--- config.mk ---
export PLATFORM = sky130hd
export DESIGN_NAME = jt1943_romarb
export DESIGN_NICKNAME = d
export VERILOG_FILES = /design/src/rtl/jt1943_romarb.sv
export SDC_FILE = /design/constraint.sdc
export NUM_CORES = 1
export LEC_CHECK = 0
export CAP_MARGIN = 20
export CORE_ASPECT_RATIO = 0.7
export CORE_MARGIN = 2
export CORE_UTILIZATION = 30
export CTS_BUF_LIST = sky130_fd_sc_hd__clkbuf_4 sky130_fd_sc_hd__clkbuf_8
export DETAILED_ROUTE_END_ITERATION = 10
export GPL_ROUTABILITY_DRIVEN = 0
export PLACE_DENSITY = 0.67
export RECOVER_POWER = 50
export SYNTH_ARGS = -nofsm -noshare
export SYNTH_HDL_FRONTEND = slang
export SYNTH_SLANG_ARGS = --single-unit
--- constraint.sdc ---
create_clock -name clk -period 1.95 [get_ports clk]
set_input_delay 0.4875 -clock clk [delete_from_list [all_inputs] [get_ports clk]]
set_output_delay 0.4875 -clock clk [all_outputs]
set_load 0.01 [all_outputs]
--- src/rtl/jt1943_romarb.sv ---
// Four-client round-robin arbiter sharing one 16-bit SDRAM read port.
// Each grant fetches two words, assembles 32 bits and strobes the requesting cache.
module jt1943_romarb #(
  parameter int AW = 22
) (
  input  logic          clk,
  input  logic          rst,
  input  logic [3:0]    req,
  input  logic [AW-1:0] addr0,
  input  logic [AW-1:0] addr1,
  input  logic [AW-1:0] addr2,
  input  logic [AW-1:0] addr3,
  output logic [31:0]   dout,
  output logic [3:0]    we,
  output logic          sdram_req,
  output logic [AW-2:0] sdram_addr,
  input  logic          sdram_ack,
  input  logic          data_rdy,
  input  logic [15:0]   sdram_din
);

  typedef enum logic [2:0] {IDLE, ISSUE, WAIT_LO, WAIT_HI, DELIVER} state_t;

  state_t        state, state_nxt;
  logic [1:0]    ptr, g, gnt, idx;
  logic          gnt_vld, match;
  logic [AW-3:0] lat_addr;
  logic [AW-1:0] addr_arr [4];
  logic          sdram_req_nxt;
  logic [3:0]    we_nxt;
  logic          unused_bits;

  assign addr_arr[0] = addr0;
  assign addr_arr[1] = addr1;
  assign addr_arr[2] = addr2;
  assign addr_arr[3] = addr3;
  assign unused_bits = ^{addr0[1:0], addr1[1:0], addr2[1:0], addr3[1:0]};

  assign sdram_addr = {lat_addr, 1'b0};
  assign match      = addr_arr[g][AW-1:2] == lat_addr;

  // Scan from the highest offset down so the closest set bit after ptr wins.
  always_comb begin
    gnt_vld = 1'b0;
    gnt     = ptr;
    idx     = ptr;
    for (int i = 3; i >= 0; i--) begin
      idx = ptr + 2'(i);
      if (req[idx]) begin
        gnt_vld = 1'b1;
        gnt     = idx;
      end
    end
  end

  always_comb begin
    state_nxt = state;
    case (state)
      IDLE:    if (gnt_vld)   state_nxt = ISSUE;
      ISSUE:   if (sdram_ack) state_nxt = WAIT_LO;
      WAIT_LO: if (data_rdy)  state_nxt = WAIT_HI;
      WAIT_HI: if (data_rdy)  state_nxt = DELIVER;
      DELIVER:                state_nxt = IDLE;
      default:                state_nxt = IDLE;
    endcase
  end

  // Outputs are computed one cycle ahead so that every port is a flop.
  always_comb begin
    sdram_req_nxt = state_nxt == ISSUE;
    we_nxt        = 4'b0;
    if (state == WAIT_HI && data_rdy && match) we_nxt = 4'b1 << g;
  end

  always_ff @(posedge clk) begin
    if (rst) begin
      state     <= IDLE;
      ptr       <= 2'd0;
      g         <= 2'd0;
      lat_addr  <= '0;
      dout      <= 32'd0;
      we        <= 4'b0;
      sdram_req <= 1'b0;
    end else begin
      state     <= state_nxt;
      sdram_req <= sdram_req_nxt;
      we        <= we_nxt;
      case (state)
        IDLE: if (gnt_vld) begin
          g        <= gnt;
          lat_addr <= addr_arr[gnt][AW-1:2];
        end
        WAIT_LO: if (data_rdy) dout[15:0]  <= sdram_din;
        WAIT_HI: if (data_rdy) dout[31:16] <= sdram_din;
        DELIVER: ptr <= g + 2'd1;
        default: ;
      endcase
    end
  end

endmodule
==> flow_metrics.env <==
export IMPL_run_status="finished, violations left"
export IMPL_failed_checks="negative setup slack"
export IMPL_number_of_buffers_added_by_the_clock_tree_synthesis_step=9
export IMPL_ctsHoldBuffers=0
export IMPL_worstPathBufferInverterCount=2
export IMPL_drv_cap=0
export IMPL_crit_required_ns=2.23
export IMPL_cts_reportedPaths_clkPinSlew_ns=0.07
export IMPL_min_path_type="flip-flop to flip-flop"
export IMPL_groute_layer_met2_usage=0.364
export IMPL_antenna_diode_count=0
export IMPL_ys_warnings_count=0
export IMPL_static_leakage_power_nw=2.39
export IMPL_clockBufferDepth=2
export IMPL_synth_area_sq_um=3960
export IMPL_grt_start_max_net_pins=33
export IMPL_critical_path_most_common_cell="sky130_fd_sc_hd__nor4_2"
export IMPL_setup_slack_ns=-0.0772
export IMPL_avg_cell_area_syn_sq_um=8.40
export IMPL_routed_via_count=4532
export IMPL_post_synth_most_frequent_cells="sky130_fd_sc_hd__nand2_1, sky130_fd_sc_hd__dfxtp_1, sky130_fd_sc_hd__o21a_1"
export IMPL_rsz0062_at_grt="true"
export IMPL_io_pins=170
export IMPL_numClockSinks=64
export IMPL_synth_top_cell_area_share=0.323
export IMPL_share_comb_of_total_power=0.335
export IMPL_edff_count_synth=0
export IMPL_drc=0
export IMPL_net_count_final=770
export IMPL_residual_overflow_from_global_routing=0
export IMPL_cpMaxStageDelayCell="sky130_fd_sc_hd__mux4_2"
export IMPL_layout_drive_gt1_share=0.189
export IMPL_initial_cell_density_of_the_core=0.305
export IMPL_crit_path_dat_ns=2.31
export IMPL_p_total_mw=4.22
export IMPL_final_min_clock_period_ns=2.03
export IMPL_rows=35
export IMPL_netlist_instances=472
export IMPL_flow_area_growth_from_synthesis_pct=67.6
export IMPL_min_from="dout[29]"
export IMPL_post_drt_wl_per_cell_um=18.6
export IMPL_grt_pass1_wl_mm=23.7
export IMPL_report_final_hold_viol_count=0
export IMPL_core_area_sq_um=13000
export IMPL_met1_usage_in_global_routing=0.260
export IMPL_die_y_um=100
export IMPL_syn_nets=584
export IMPL_io_buffer_count=160
export IMPL_synth_main_ff_cell="sky130_fd_sc_hd__dfxtp_1"
export IMPL_worst_ir_drop_vdd_v=0.000330
export IMPL_globalRoute_busiestLayer="met2"
export IMPL_design_die_area_sq_um=14200
export IMPL_maxSlewViolCount=0
export IMPL_cts_tree="done"
export IMPL_synth_lib_cells_used_distinct=53
export IMPL_grt_util_met3=0.0654
export IMPL_synth_async_sr_flop_share=0
export IMPL_switching_share=0.315
export IMPL_cpPeakStageDelay_ns=0.49
export IMPL_dp_final_hpwl_mm=11.0
export IMPL_holdWs_ns=0.451
export IMPL_seq_power_share=0.357
export IMPL_ant_nets=0
export IMPL_synth_yosys_seq_area_share=0.323
export IMPL_synth_ff_latch_count=64
export IMPL_power_per_cell_area_nw_per_um2=636
export IMPL_postPlaceCellArea_sq_um=6060
export IMPL_final_design_area_excluding_fillers_sq_um=6640
export IMPL_critical_path_startpoint_type="primary input"
export IMPL_crit_path_cell_trace="clkdlybuf4s50_1 -> mux4_2 -> xor2_2 -> nor4_2 -> nand4_1 -> buf_6 -> nor4_2"
export IMPL_worstSetupPathType="primary input to flip-flop"
export IMPL_htree_levels=3
export IMPL_worstSetupEndpointType="flip-flop"
export IMPL_final_setup_tns_ns=-0.255
export IMPL_cp_top_family="buffers and inverters"
export IMPL_achievable_frequency_ghz=0.493
export IMPL_finalWirelength_mm=15.4
export IMPL_final_min_period_over_clock_period=1.04
export IMPL_first_iter_violations=321
export IMPL_floorplan_die_width_um=141
export IMPL_n_fill_cell=1154
export IMPL_worst_slew_margin_rel=0.573
export IMPL_drtPass1Iterations=5
export IMPL_power_share_clock=0.307
export IMPL_skew_ns=0.0112
export IMPL_netSwitchingPower_mw=1.33
export IMPL_routed_via_density=5.47
export IMPL_place_ws_ns=-0.706
export IMPL_grt_pass1_vias=4487
export IMPL_insertion_delay_to_the_later_sink_of_the_worst_skew_pair_ns=0.37
export IMPL_antenna_found_initial=0
export IMPL_grt_util_all_layers=0.214
export IMPL_top_count_cell_post_synth="sky130_fd_sc_hd__nand2_1"
export IMPL_seqCellArea_sq_um=1290
export IMPL_timing_critical_path_from="addr1[7]"
export IMPL_timing_worst_slew_pin_value_ns=0.641
export IMPL_multi_input_area_sq_um=2720
export IMPL_worst_r2r_src="g[0]"
export IMPL_timing_final_setup_violations=4
export IMPL_synth_top_cell_by_area="sky130_fd_sc_hd__dfxtp_1"
export IMPL_cts_root_buf="sky130_fd_sc_hd__clkbuf_8"
export IMPL_most_area_consuming_cells_after_synthesis="sky130_fd_sc_hd__dfxtp_1, sky130_fd_sc_hd__o21a_1, sky130_fd_sc_hd__a211oi_1, sky130_fd_sc_hd__mux2i_1, sky130_fd_sc_hd__nand2_1"
export IMPL_crit_fanout=4
export IMPL_cell_internal_power_mw=2.89
-- power by group through the flow --
stage                     logic [mW]  clock network (mW)  registers (mW)
after floorplan                0.564                   0            1.54
final                           1.42                1.30            1.51
after global routing            1.51                1.38            1.52
after detailed placement        1.29                   0            1.53
after CTS                       1.36                1.32            1.50
after global placement          1.27                   0            1.52
-- logic make-up after synthesis --
kind of cell | Yosys count | share of synthesized area
buf+inv | 48 | 0.0521
mux | 37 | 0.126
other cells | 1 | 0.000946
xor+xnor | 12 | 0.0265
flops | 64 | 0.323
simple gates | 139 | 0.167
compound gates | 171 | 0.304
-- sequential cells by signal, indices dropped and copies added (netlist names) --
register   cells
g              2
dout          32
ptr            2
state          3
we             4
lat_addr      20
sdram_req      1
-- what timing repair did --
item	4_1_cts	5_1_grt
gates resized for setup	36	34
buffers inserted	6	2
pin swaps	11	6
setup endpoints to repair	24	16
cloned	1	1
-- worst register-to-register path: cells and delay by family, from the launching register on --
| family | cells | cell delay (ns) |
|---|---|---|
| AND/OR/NAND/NOR | 1 | 0.32 |
| AO/OA/AOI/OAI | 2 | 0.66 |
| buffers and inverters | 1 | 0.17 |
| multiplexers | 2 | 0.38 |
| flip-flops | 1 | 0.40 |
-- worst paths after layout --
kind / end / slack, ns / cells past startpoint
worst max register to register: we[1] / -0.07 / 6
worst min register to register: dout[29] / 0.45 / 2
worst min-delay path: dout[29] / 0.45 / 2
worst max-delay path: we[1] / -0.08 / 7
-- through the flow --
step / std cells / utilization
2_1_floorplan: 472 / -
3_3_place_gp: 803 / 0.466
3_5_place_dp: 803 / 0.466
4_1_cts: 826 / 0.498
5_1_grt: 829 / 0.511
6_report: 829 / 0.511
-- area by class of cell --
class                      instances  share of cell area
inverter                           5             0.00283
timing repair buffer             218               0.329
multi-input combinational        360               0.409
clock buffer                       9              0.0187
sequential                        64               0.195
clock inverter                     7              0.0145
tap                              166              0.0313
-- cell usage in the layout (no fill, tap or decap), drive strengths merged, types with 4 or more instances in the layout --
master	Yosys	final
mux2i	28	28
and2	5	5
mux4	8	8
buf	8	52
xnor2	4	4
a211oi	41	41
nor4	7	7
inv	4	4
clkbuf	35	14
nand2	67	67
nand4	5	5
nand3	21	21
clkdlybuf4s50	0	139
nor2	12	12
xor2	8	8
dfxtp	64	64
a21oi	39	39
o22ai	4	4
nor2b	7	7
clkinv	1	6
o31ai	20	20
dlygate4sd2	0	5
nor3	5	5
o21a	43	43
dlygate4sd3	0	15
-- per-layer routing --
layer	vias to the layer above	routed length, um
met4	0	265
met5	-	0
met3	20	1200
li1	2149	-
met2	165	7500
met1	2198	6440
Power figures use the tool's default switching activity.
